===== config.mk =====
export PLATFORM = sky130hd
export DESIGN_NAME = cla_seq_adder
export DESIGN_NICKNAME = d
export VERILOG_FILES = /design/src/rtl/cla_pkg.sv /design/src/rtl/cla_slice.sv /design/src/rtl/cla_seq_adder.sv
export SDC_FILE = /design/constraint.sdc
export NUM_CORES = 1
export LEC_CHECK = 0
export CORE_ASPECT_RATIO = 0.7
export CORE_MARGIN = 2
export CORE_UTILIZATION = 60
export DETAILED_ROUTE_END_ITERATION = 10
export DONT_BUFFER_PORTS = 1
export PLACE_DENSITY = 0.76
export SETUP_SLACK_MARGIN = 0.2
export SLEW_MARGIN = 15
export SYNTH_ARGS = -nofsm -noshare
export SYNTH_HDL_FRONTEND = slang
export SYNTH_SLANG_ARGS = --single-unit

===== constraint.sdc =====
create_clock -name clk -period 6.6 [get_ports clk]
set_clock_uncertainty 0.15 [all_clocks]
set_input_delay 1.32 -clock clk [delete_from_list [all_inputs] [get_ports clk]]
set_output_delay 1.32 -clock clk [all_outputs]
set_load 0.03 [all_outputs]

===== src/rtl/cla_pkg.sv =====
// Shared types and helpers for the sequential carry look-ahead adder.
package cla_pkg;

  typedef enum logic [1:0] {
    ST_IDLE = 2'd0,
    ST_BUSY = 2'd1,
    ST_DONE = 2'd2
  } state_t;

  localparam int unsigned DEF_WIDTH = 16;
  localparam int unsigned DEF_CHUNK = 4;

  function automatic int unsigned clog2(input int unsigned v);
    int unsigned r;
    r = 0;
    while ((64'd1 << r) < 64'(v)) r++;
    return r;
  endfunction

  // Slice index needs at least one bit even when the word is a single slice.
  function automatic int unsigned idx_width(input int unsigned n);
    return (clog2(n) == 0) ? 1 : clog2(n);
  endfunction

endpackage


===== src/rtl/cla_slice.sv =====
// Combinational look-ahead cell: resolves one CHUNK-bit slice from g/p terms.
module cla_slice
  import cla_pkg::*;
#(
  parameter int unsigned CHUNK = DEF_CHUNK
) (
  input  logic [CHUNK-1:0] g,
  input  logic [CHUNK-1:0] p,
  input  logic             c_in,
  output logic [CHUNK-1:0] s,
  output logic             c_out,
  output logic             G_slice,
  output logic             P_slice,
  output logic             c_msb
);

  logic [CHUNK:0] c;
  logic           gacc;

  always_comb begin
    c    = '0;
    gacc = 1'b0;
    c[0] = c_in;
    for (int unsigned j = 0; j < CHUNK; j++) begin
      c[j+1] = g[j] | (p[j] & c[j]);
      gacc   = g[j] | (p[j] & gacc);
    end
  end

  assign s       = p ^ c[CHUNK-1:0];
  assign c_out   = c[CHUNK];
  assign G_slice = gacc;
  assign P_slice = &p;
  assign c_msb   = c[CHUNK-1];

endmodule


===== src/rtl/cla_seq_adder.sv =====
// Multi-cycle CLA adder, one CHUNK slice per clock, valid/ready on both sides.
// Optional signed-overflow output enabled by defining CLA_SEQ_OVF_EN.
module cla_seq_adder
  import cla_pkg::*;
#(
  parameter int unsigned WIDTH = DEF_WIDTH,
  parameter int unsigned CHUNK = DEF_CHUNK
) (
  input  logic             clk,
  input  logic             rst,
  input  logic             in_valid,
  output logic             in_ready,
  input  logic [WIDTH-1:0] a,
  input  logic [WIDTH-1:0] b,
  input  logic             ci,
  output logic             out_valid,
  input  logic             out_ready,
  output logic [WIDTH-1:0] sum,
  output logic             co,
  output logic             G_all,
  output logic             P_all
`ifdef CLA_SEQ_OVF_EN
  ,
  output logic             ovf
`endif
);

  localparam int unsigned NS = WIDTH / CHUNK;
  localparam int unsigned IW = idx_width(NS);
  localparam logic [IW-1:0] LAST_IDX = IW'(NS - 1);

  state_t state, state_nx;

  logic [WIDTH-1:0] a_q, b_q;
  logic             carry_q;
  logic [IW-1:0]    idx;
  logic [31:0]      base;
  logic             last;

  logic [WIDTH-1:0] g_w, p_w;
  logic [CHUNK-1:0] g_s, p_s, s_s;
  logic             c_out_s, G_s, P_s;

  assign g_w  = a_q & b_q;
  assign p_w  = a_q ^ b_q;
  assign base = 32'(idx) * CHUNK;
  assign last = (idx == LAST_IDX);
  assign g_s  = g_w[base +: CHUNK];
  assign p_s  = p_w[base +: CHUNK];

`ifdef CLA_SEQ_OVF_EN
  logic c_msb_s;
`endif

  cla_slice #(.CHUNK(CHUNK)) u_slice (
    .g       (g_s),
    .p       (p_s),
    .c_in    (carry_q),
    .s       (s_s),
    .c_out   (c_out_s),
    .G_slice (G_s),
    .P_slice (P_s),
`ifdef CLA_SEQ_OVF_EN
    .c_msb   (c_msb_s)
`else
    .c_msb   ()
`endif
  );

  always_ff @(posedge clk or posedge rst) begin
    if (rst) state <= ST_IDLE;
    else     state <= state_nx;
  end

  always_comb begin
    state_nx = state;
    case (state)
      ST_IDLE: if (in_valid) state_nx = ST_BUSY;
      ST_BUSY: if (last)     state_nx = ST_DONE;
      ST_DONE: if (out_ready) state_nx = ST_IDLE;
      default: state_nx = ST_IDLE;
    endcase
  end

  always_comb begin
    in_ready  = (state == ST_IDLE);
    out_valid = (state == ST_DONE);
  end

  // Index stops at the last slice and is only re-zeroed on acceptance.
  always_ff @(posedge clk or posedge rst) begin
    if (rst) begin
      a_q     <= '0;
      b_q     <= '0;
      carry_q <= 1'b0;
      idx     <= '0;
      sum     <= '0;
      co      <= 1'b0;
      G_all   <= 1'b0;
      P_all   <= 1'b1;
`ifdef CLA_SEQ_OVF_EN
      ovf     <= 1'b0;
`endif
    end else begin
      case (state)
        ST_IDLE: begin
          if (in_valid) begin
            a_q     <= a;
            b_q     <= b;
            carry_q <= ci;
            idx     <= '0;
            G_all   <= 1'b0;
            P_all   <= 1'b1;
          end
        end
        ST_BUSY: begin
          sum[base +: CHUNK] <= s_s;
          carry_q            <= c_out_s;
          G_all              <= G_s | (P_s & G_all);
          P_all              <= P_all & P_s;
          if (last) begin
            co <= c_out_s;
`ifdef CLA_SEQ_OVF_EN
            ovf <= c_msb_s ^ c_out_s;
`endif
          end else begin
            idx <= idx + 1'b1;
          end
        end
        default: ;
      endcase
    end
  end

endmodule


======== After elaboration in Yosys (flattened, before gate mapping) ========
Cells that the tools add are included.
operators by class
  mux-type cells .......................... 14
  reduce and logical (&&, ||, !) cells .... 8
  shifts and indexed selects .............. 4
  add/sub/neg operators ................... 2
  bitwise logic cells ..................... 20
  equal/unequal tests ..................... 7
operators with widths
  cell                                                                     count
  4-bit negation with 34-bit output                                        1
  4-bit by 34-bit variable shift with 16-bit output, first input constant  1
  4-bit by 34-bit indexed part select with 16-bit output                   1
  16-bit by 5-bit indexed part select with 4-bit output                    2
  16-bit bitwise AND                                                       1
  16-bit bitwise mux                                                       1
  16-bit XOR                                                               1
  2-bit 2-to-1 mux                                                         5
  1-bit bitwise AND                                                        9
  1-bit bitwise OR                                                         8
  2-bit inequality test, second input constant                             3
  1-bit one-hot mux with 2 select lines                                    3
  2-bit one-hot mux with 3 select lines                                    1
  2-bit AND reduction                                                      3
  3-bit AND reduction                                                      2
  2-bit == test, second input constant                                     2
  2-bit one-hot mux with 2 select lines                                    1
  4-bit AND reduction                                                      1
  4-bit XOR                                                                1
  1-bit 2-to-1 mux                                                         3
  2-bit by 1-bit adder with 2-bit output, second input constant            1
  2-bit by 1-bit == test with 1-bit output, second input constant          1
  2-bit zero test                                                          1
  2-bit by 1-bit inequality test with 1-bit output, second input constant  1
  2-bit nonzero test                                                       1
word-level totals
  bits in registers ....................... 56
  output and inout bits ................... 21

======== Depth between registers and ports, before layout ========
Gate-level depths: netlist (run 1).
  depth in word-level cells ............... 11
  depth in mapped cells ................... 11
  depth with buffers taken out ............ 11

======== Modules after synthesis ========
Synthesis (run 1) repeated with hierarchy kept, for this count alone.
second synthesis, totals
  cell total of the unflattened synthesis .. 225
  area, all modules ....................... 2,952.8 um2
modules (own cells, without submodules)
  module         instances  area an instance (um2)  cells an instance
  cla_seq_adder  1          2,850.2                 212
  cla_slice      1          102.6                   13

======== Least setup slack after synthesis (run 1) ========
No wires, ideal clock.
  path type ............................... reg-to-reg
  from .................................... register idx[1]
  to ...................................... register sum[11]
  arrival ................................. 3.089 ns
  cell stages (with the launch flop) ...... 12
  required time ........................... 6.354 ns
  clock period less this slack ............ 3.335 ns
  setup slack ............................. 3.265 ns
  cells stage by stage .................... dfrtp_1 -> buf_2 -> mux4_1 -> ha_1 -> or2_2 -> ha_1 -> or2_2 -> ha_1 -> or2_2 -> ha_1 -> nand2b_1 -> o31ai_1
between the ends
  cells in the longest elaborated chain, start to end .. 10
  elaborated cells between the ends (all ways) .. 13
ends and longest elaborated chain
  item                                                    RTL line              RTL
  from (decl)                                             cla_seq_adder.sv:36   logic [IW-1:0] idx;
  from (signal assigned)                                  cla_seq_adder.sv:127  idx <= idx + 1'b1;
  16-bit by 5-bit indexed part select with 4-bit output   cla_seq_adder.sv:49   assign p_s = p_w[base +: CHUNK];
  1-bit bitwise AND                                       cla_slice.sv:25       c[j+1] = g[j] | (p[j] & c[j]);
  1-bit bitwise OR                                        cla_slice.sv:25
  1-bit bitwise AND                                       cla_slice.sv:25
  1-bit bitwise OR                                        cla_slice.sv:25
  1-bit bitwise AND                                       cla_slice.sv:25
  1-bit bitwise OR                                        cla_slice.sv:25
  4-bit XOR                                               cla_slice.sv:30       assign s = p ^ c[CHUNK-1:0];
  4-bit by 34-bit indexed part select with 16-bit output  cla_seq_adder.sv:117  sum[base +: CHUNK] <= s_s;
  16-bit bitwise mux (*)                                  cla_seq_adder.sv:117
  to (signal, indexed assignment)                         cla_seq_adder.sv:117
  to (decl)                                               cla_seq_adder.sv:18   output logic [WIDTH-1:0] sum,
Mark *: on every way between the ends. The rest lies on a longest branch, timed or not.
A chain may end at the register's enable or synchronous reset.

======== Worst setup path after layout (run 1) ========
  from .................................... register idx[1]
  to ...................................... register sum[15]
Same word-level chain as after synthesis.

==> results of run 1 <==
[power by group through the flow]
stage | Clock [mW] | Combinational, mW | Sequential (mW)
after floorplan | 0 | 0.645 | 0.653
after CTS | 0.225 | 0.816 | 0.708
after global routing | 0.239 | 0.920 | 0.728
after detailed placement | 0 | 0.807 | 0.716
final | 0.222 | 0.820 | 0.705
after global placement | 0 | 0.773 | 0.700
[logic make-up (layout without fill, tap and decap cells)]
logic type                 count (synthesis)  after routing  synth area share [%]
AOI/OAI and AO/OA                         26             26                  7.53
and+or+nand+nor                           41             41                  7.17
buffers and inverters                     12             14                  2.17
muxes                                     41             41                  20.8
adders and majority gates                 26             26                  11.7
DFF                                       56             56                  50.6
[Yosys cell counts, drive strengths merged]
library cell  instances
a22o                  6
dfstp                 1
inv                   5
nand4                 1
or2                   3
and2b                 1
nor3b                 2
nor2                  5
a31oi                 1
o31ai                12
or2b                  1
nand2b                5
a211o                 1
mux4                  8
o2111ai               1
a21oi                 3
buf                   7
nand2                21
o221ai                1
dfrtp                55
o211ai                1
nor4b                 1
nor2b                 1
ha                   26
mux2                 33
[area by class of cell]
type / instances / area, um^2
fillers: 321 / 1480
flip-flops and latches: 56 / 1400
multi-input cells: 134 / 1320
clock buffers: 6 / 72.6
well taps: 55 / 68.8
clock inverters: 2 / 35.0
inverters: 5 / 20.0
repair buffers: 1 / 7.51
[metal layers]
layer / track usage, % / up-vias / wire length, um
met3: 7.48 / 7 / 336
met1: 29.9 / 825 / 2460
li1: - / 749 / -
met4: 7.03 / 0 / 61
met5: 0 / - / 0
met2: 34.5 / 46 / 2360
[metrics by stage]
| stage | setup slack (ns) | hold slack [ns] | instance area, um^2 | util, % |
|---|---|---|---|---|
| 6_report | 2.95 | 0.372 | 2920 | 66.4 |
| 5_1_grt | 2.78 | 0.395 | 2920 | 66.4 |
| 4_1_cts | 2.98 | 0.378 | 2920 | 66.3 |
| 3_5_place_dp | 2.96 | 0.355 | 2810 | 63.9 |
| 3_3_place_gp | 3.10 | 0.349 | 2810 | 63.9 |
| 2_1_floorplan | 3.27 | 0.335 | 2770 | - |
[state kept, by name, summed over array words and instances, names as in the netlist]
name	cells
a_q	16
b_q	16
sum	16
idx	2
state	2
G_all	1
P_all	1
carry_q	1
co	1
[how the worst max path moves through the flow]
| stage | endpoint | start | cells after the start |
|---|---|---|---|
| finish | sum[15]$_DFFE_PP0P_ | idx[1]$_DFFE_PP0P_ | 10 |
| floorplan | sum[11]$_DFFE_PP0P_ | idx[1]$_DFFE_PP0P_ | 11 |
| global placement | sum[11]$_DFFE_PP0P_ | idx[1]$_DFFE_PP0P_ | 10 |
| global route | sum[11]$_DFFE_PP0P_ | idx[1]$_DFFE_PP0P_ | 10 |
| detailed placement | sum[15]$_DFFE_PP0P_ | idx[1]$_DFFE_PP0P_ | 10 |
| CTS | sum[11]$_DFFE_PP0P_ | idx[1]$_DFFE_PP0P_ | 10 |
==> reports/metrics.cfg, run 1 <==
[status]
status=completed

[route]
drt_iter0_drc=91
ant_nets=0
drtPass1Iterations=4
wl_per_cell_um=20.2
drcViolationCount=0
vias=1627
via_per_inst=6.28
wl_um=5230

[synthesis]
synthTopCellsByArea=dfrtp_1 (50%), mux2_2 (13%), ha_1 (12%)
synth-seq-cells=56
yosys.area.top_type=dfrtp_1
syn_inst=202
synth_top_area_share_pct=49.6
syn-num-nets=265
syn_avg_cell_area_um2=13.7
ys_warn_count=0
ys_seq_area_share_pct=50.6
yosysUniqueCellTypes=27
netlist_area_um2=2770

[placement]
dpl.cell_count=251
dp_hpwl_um=3880
port_buffers=0
gp_congestion=0.891

[critical_path]
reg2reg_setup_slack_ns=2.95
worstPathCellList=mux4_1, ha_1, or2_2, ha_1, or2_2, ha_1, or2_2, ha_1, nand2b_1, o31ai_1
cpMostUsedCell=ha_1
cpPeakStageDelay_ns=0.66
required_ns=6.67
cp_top_family=simple AND/OR/NAND/NOR gates
cp.arrival_ns=3.71
crit_type=reg2reg
path_buf_inv=0
r2r-end=sum[15]$_DFFE_PP0P_
worstSetupStartpointType=flop
r2r_start=idx[1]$_DFFE_PP0P_
cp_max_fo=13
r2r_cells=10
end_kind=flop
slowest_stage=dfrtp_1

[power_and_ir_drop]
combinationalPowerShare_pct=46.9
p_total_mw=1.75
switching_share_pct=42.6
leakage_nw=1.33
seq_power_share_pct=40.4
power_frac_clock_pct=12.7
p_int_mw=1.00
vdd_drop_max_v=0.000340
p_switching_mw=0.745
powerDensity_nw_per_um2=598

[grt]
antenna_found_initial=0
grt_pass1_vias=1668
gr-usage-all-layers_pct=22.1
grt-ovfl-total=0
grt_pass1_wl_um=8600
grt_max_degree=57

[cts]
clk_path_buf_depth=2
holdBufCountCts=0
postCtsSetupBuffers=0
cts_buffers=5
cts_tree=built
cts_resized=0
clock_sinks=56
clk_pin_slew_ns=0.10
clkLatencyLatePin_ns=0.31
h-tree-depth=2
root_buffer=clkbuf_8

[sta]
tightest_slew_ns=0.936
maxSlewViolCount=0
min_period_over_period_pct=55.2
fmax_mhz=274
hold_viol=0
slew_headroom_pct=37.5
tns_ns=0
rsz0062_at_grt=false
layout_min_cycle_time_ns=3.65
setup_viol=0

[worst_hold_path]
min_to=a_q[14]$_DFFE_PP0P_
hp-start=a_q[14]$_DFFE_PP0P_
min_path_cells=1
hold_path_class=reg2reg

[layout]
syn_to_final_growth_pct=5.37
instances_no_fill=259
mostFrequentLayoutCells=dfrtp_1 (55), mux2_2 (33), ha_1 (26), nand2_1 (21), o31ai_1 (12)
final_common_cell=dfrtp_1
final_nets=266
n_antenna_cell=0
drive_above_1_share_pct=24.5

[run]
maxCapViolations=0

[floorplan]
die-width_um=85.3
ios=58
num_rows=20
dieArea_um2=5190
die_h_um=60.9
start_util_pct=63.0
core_um2=4400

(Power assumes the default switching activity.)
==> run 2, diff against run 1 <==
--- a/config.mk
+++ b/config.mk
@@ -7,10 +7,10 @@
 export LEC_CHECK = 0
 export CORE_ASPECT_RATIO = 0.7
 export CORE_MARGIN = 2
-export CORE_UTILIZATION = 60
+export CORE_UTILIZATION = 57
 export DETAILED_ROUTE_END_ITERATION = 10
 export DONT_BUFFER_PORTS = 1
-export PLACE_DENSITY = 0.76
+export PLACE_DENSITY = 0.75
 export SETUP_SLACK_MARGIN = 0.2
 export SLEW_MARGIN = 15
 export SYNTH_ARGS = -nofsm -noshare
==> constraint.sdc (replaced) <==
create_clock -name clk -period 3.15 [get_ports clk]
set_clock_uncertainty 0.15 [all_clocks]
set_input_delay 0.63 -clock clk [delete_from_list [all_inputs] [get_ports clk]]
set_output_delay 0.63 -clock clk [all_outputs]
set_load 0.03 [all_outputs]
==> reports/metrics.cfg, run 2 (synthesis gave the netlist of run 1 again) <==
[run]
maxCapViolations=0  ; unchanged

[sta]
min_period_over_period_pct=99.6  ; was 55.2%
rsz0062_at_grt=true  ; was false
tightest_slew_ns=0.948  ; was 0.936 ns
hold_viol=0  ; unchanged
setup_viol=0  ; unchanged
hold_slack_ns=0.235  ; was 0.372 ns
layout_min_cycle_time_ns=3.14  ; was 3.65 ns
fmax_mhz=319  ; was 274 MHz
slew_headroom_pct=36.7  ; was 37.5%
maxSlewViolCount=0  ; unchanged

[placement]
gp_congestion=0.820  ; was 0.891
dp_hpwl_um=3830  ; was 3880 um
port_buffers=0  ; unchanged

[grt]
gr-usage-all-layers_pct=20.8  ; was 22.1%
grt_pass1_vias=1767  ; was 1668
grt_max_degree=57  ; unchanged
grt-ovfl-total=0  ; unchanged
antenna_found_initial=0  ; unchanged
grt_pass1_wl_um=8720  ; was 8600 um

[layout]
drive_above_1_share_pct=33.0  ; was 24.5%
n_antenna_cell=0  ; unchanged
syn_to_final_growth_pct=10.5  ; was 5.37%
final_nets=274  ; was 266
mostFrequentLayoutCells=dfrtp_1 (55), mux2_2 (33), ha_1 (22), nand2_1 (21)  ; was dfrtp_1 (55), mux2_2 (33), ha_1 (26), nand2_1 (21), o31ai_1 (12)
reg.largest.list=a_q (16), b_q (16), sum (16)  ; unchanged
final_common_cell=dfrtp_1  ; unchanged

[route]
via_per_inst=6.14  ; was 6.28
wl_per_cell_um=19.4  ; was 20.2 um
wl_um=5220  ; was 5230 um
drtPass1Iterations=4  ; unchanged
vias=1651  ; was 1627
drt_iter0_drc=201  ; was 91
drcViolationCount=0  ; unchanged
ant_nets=0  ; unchanged

[critical_path]
slowest_stage=mux4_2  ; was dfrtp_1
cp.arrival_ns=3.21  ; was 3.71 ns
worstPathCellList=ha_1, mux4_2, ha_2, or2_4, ha_4, or2_4, ha_4, or2_4, ha_4, nand2b_4, o31ai_2  ; was mux4_1, ha_1, or2_2, ha_1, or2_2, ha_1, or2_2, ha_1, nand2b_1, o31ai_1
cp_max_fo=3  ; was 13
worstSetupStartpointType=flop  ; unchanged
end_kind=flop  ; unchanged
cpPeakStageDelay_ns=0.49  ; was 0.66 ns
required_ns=3.22  ; was 6.67 ns
crit_type=reg2reg  ; unchanged
path_buf_inv=0  ; unchanged
cp_top_family=adder cells  ; was simple AND/OR/NAND/NOR gates

[floorplan]
die-width_um=87.4  ; was 85.3 um
die_h_um=62.4  ; was 60.9 um
start_util_pct=58.7  ; was 63.0%
dieArea_um2=5450  ; was 5190 um^2
ios=58  ; unchanged
core_um2=4730  ; was 4400 um^2
num_rows=21  ; was 20

[cts]
clkLatencyLatePin_ns=0.31  ; about the same
cts_buffers=5  ; unchanged
clock_sinks=56  ; unchanged
h-tree-depth=2  ; unchanged
clk_pin_slew_ns=0.10  ; about the same
clk_path_buf_depth=2  ; unchanged
cts_tree=built  ; unchanged
root_buffer=clkbuf_8  ; unchanged
holdBufCountCts=0  ; unchanged

[status]
status=completed  ; unchanged

[worst_hold_path]
hold_path_class=in2async  ; was reg2reg

## run 2: cell count changes in the layout (fill, tap and decap cells not counted), moves of 2 or more
cell / delta
buf_4: +8
or2_4: +3
o31ai_1: -3
or2_2: -3
ha_1: -4
ha_4: +3
clkinvlp_4: +2
o31ai_2: +2
## run 2: layout make-up
type                    count  area [um^2]
clock buffers               6         82.6
clock inverters             2         15.0
fillers                   328         1670
inverters                   5         20.0
multi-input cells         134         1410
flip-flops and latches     56         1400
well taps                  57         71.3
repair buffers              9         67.6
## run 2: what timing repair did
item | in CTS | in global routing
setup buffers | 2 | 3
cloned | 0 | 0
endpoints found under the setup margin | 6 | 7
pin swaps | 2 | 1
resized for setup | 5 | 2
## run 2: per-layer routing
layer	up-vias	GRT usage, %	wire, um
li1	760	-	-
met1	833	29.5	2400
met2	51	31.8	2480
met3	7	6.12	289
met4	0	5.19	51
met5	-	0	0
## run 2: worst paths after layout
path	from	to	slack, ns	cells past startpoint
min	rst	b_q[15]$_DFFE_PP0P_	0.23	1
max reg2reg	b_q[12]$_DFFE_PP0P_	sum[7]$_DFFE_PP0P_	0.01	11
min reg2reg	b_q[11]$_DFFE_PP0P_	b_q[11]$_DFFE_PP0P_	0.37	1
min in group clk	ci	carry_q$_DFFE_PP0P_	0.30	2
max in group asynchronous	rst	sum[10]$_DFFE_PP0P_	2.06	1
max	b_q[12]$_DFFE_PP0P_	sum[7]$_DFFE_PP0P_	0.01	11
## run 2: through the flow
stage	worst slack, ns	setup TNS [ns]	cell area, um^2	instances	utilization (%)
5_1_grt	-0.0748	-0.192	3060	269	64.8
2_1_floorplan	0.153	0	2830	202	-
4_1_cts	0.0185	0	3030	266	64.0
3_5_place_dp	-0.0145	-0.0145	2890	256	61.1
6_report	0.0124	0	3060	269	64.8
3_3_place_gp	0.106	0	2890	256	61.1
Power of run 2 is left out: the tool's default activity adds up to more than one toggle a clock period on the data nets, which glitch-free logic cannot reach.
==> run 3, diff against run 2 <==
--- a/config.mk
+++ b/config.mk
@@ -5,6 +5,7 @@
 export SDC_FILE = /design/constraint.sdc
 export NUM_CORES = 1
 export LEC_CHECK = 0
+export ABC_CLOCK_PERIOD_IN_PS = 3150
 export CORE_ASPECT_RATIO = 0.7
 export CORE_MARGIN = 2
 export CORE_UTILIZATION = 57
==> results of run 3 <==
No change in the layout: final DEF, timing and power equal those of run 2.
Power of run 3 is left out for the same reason.
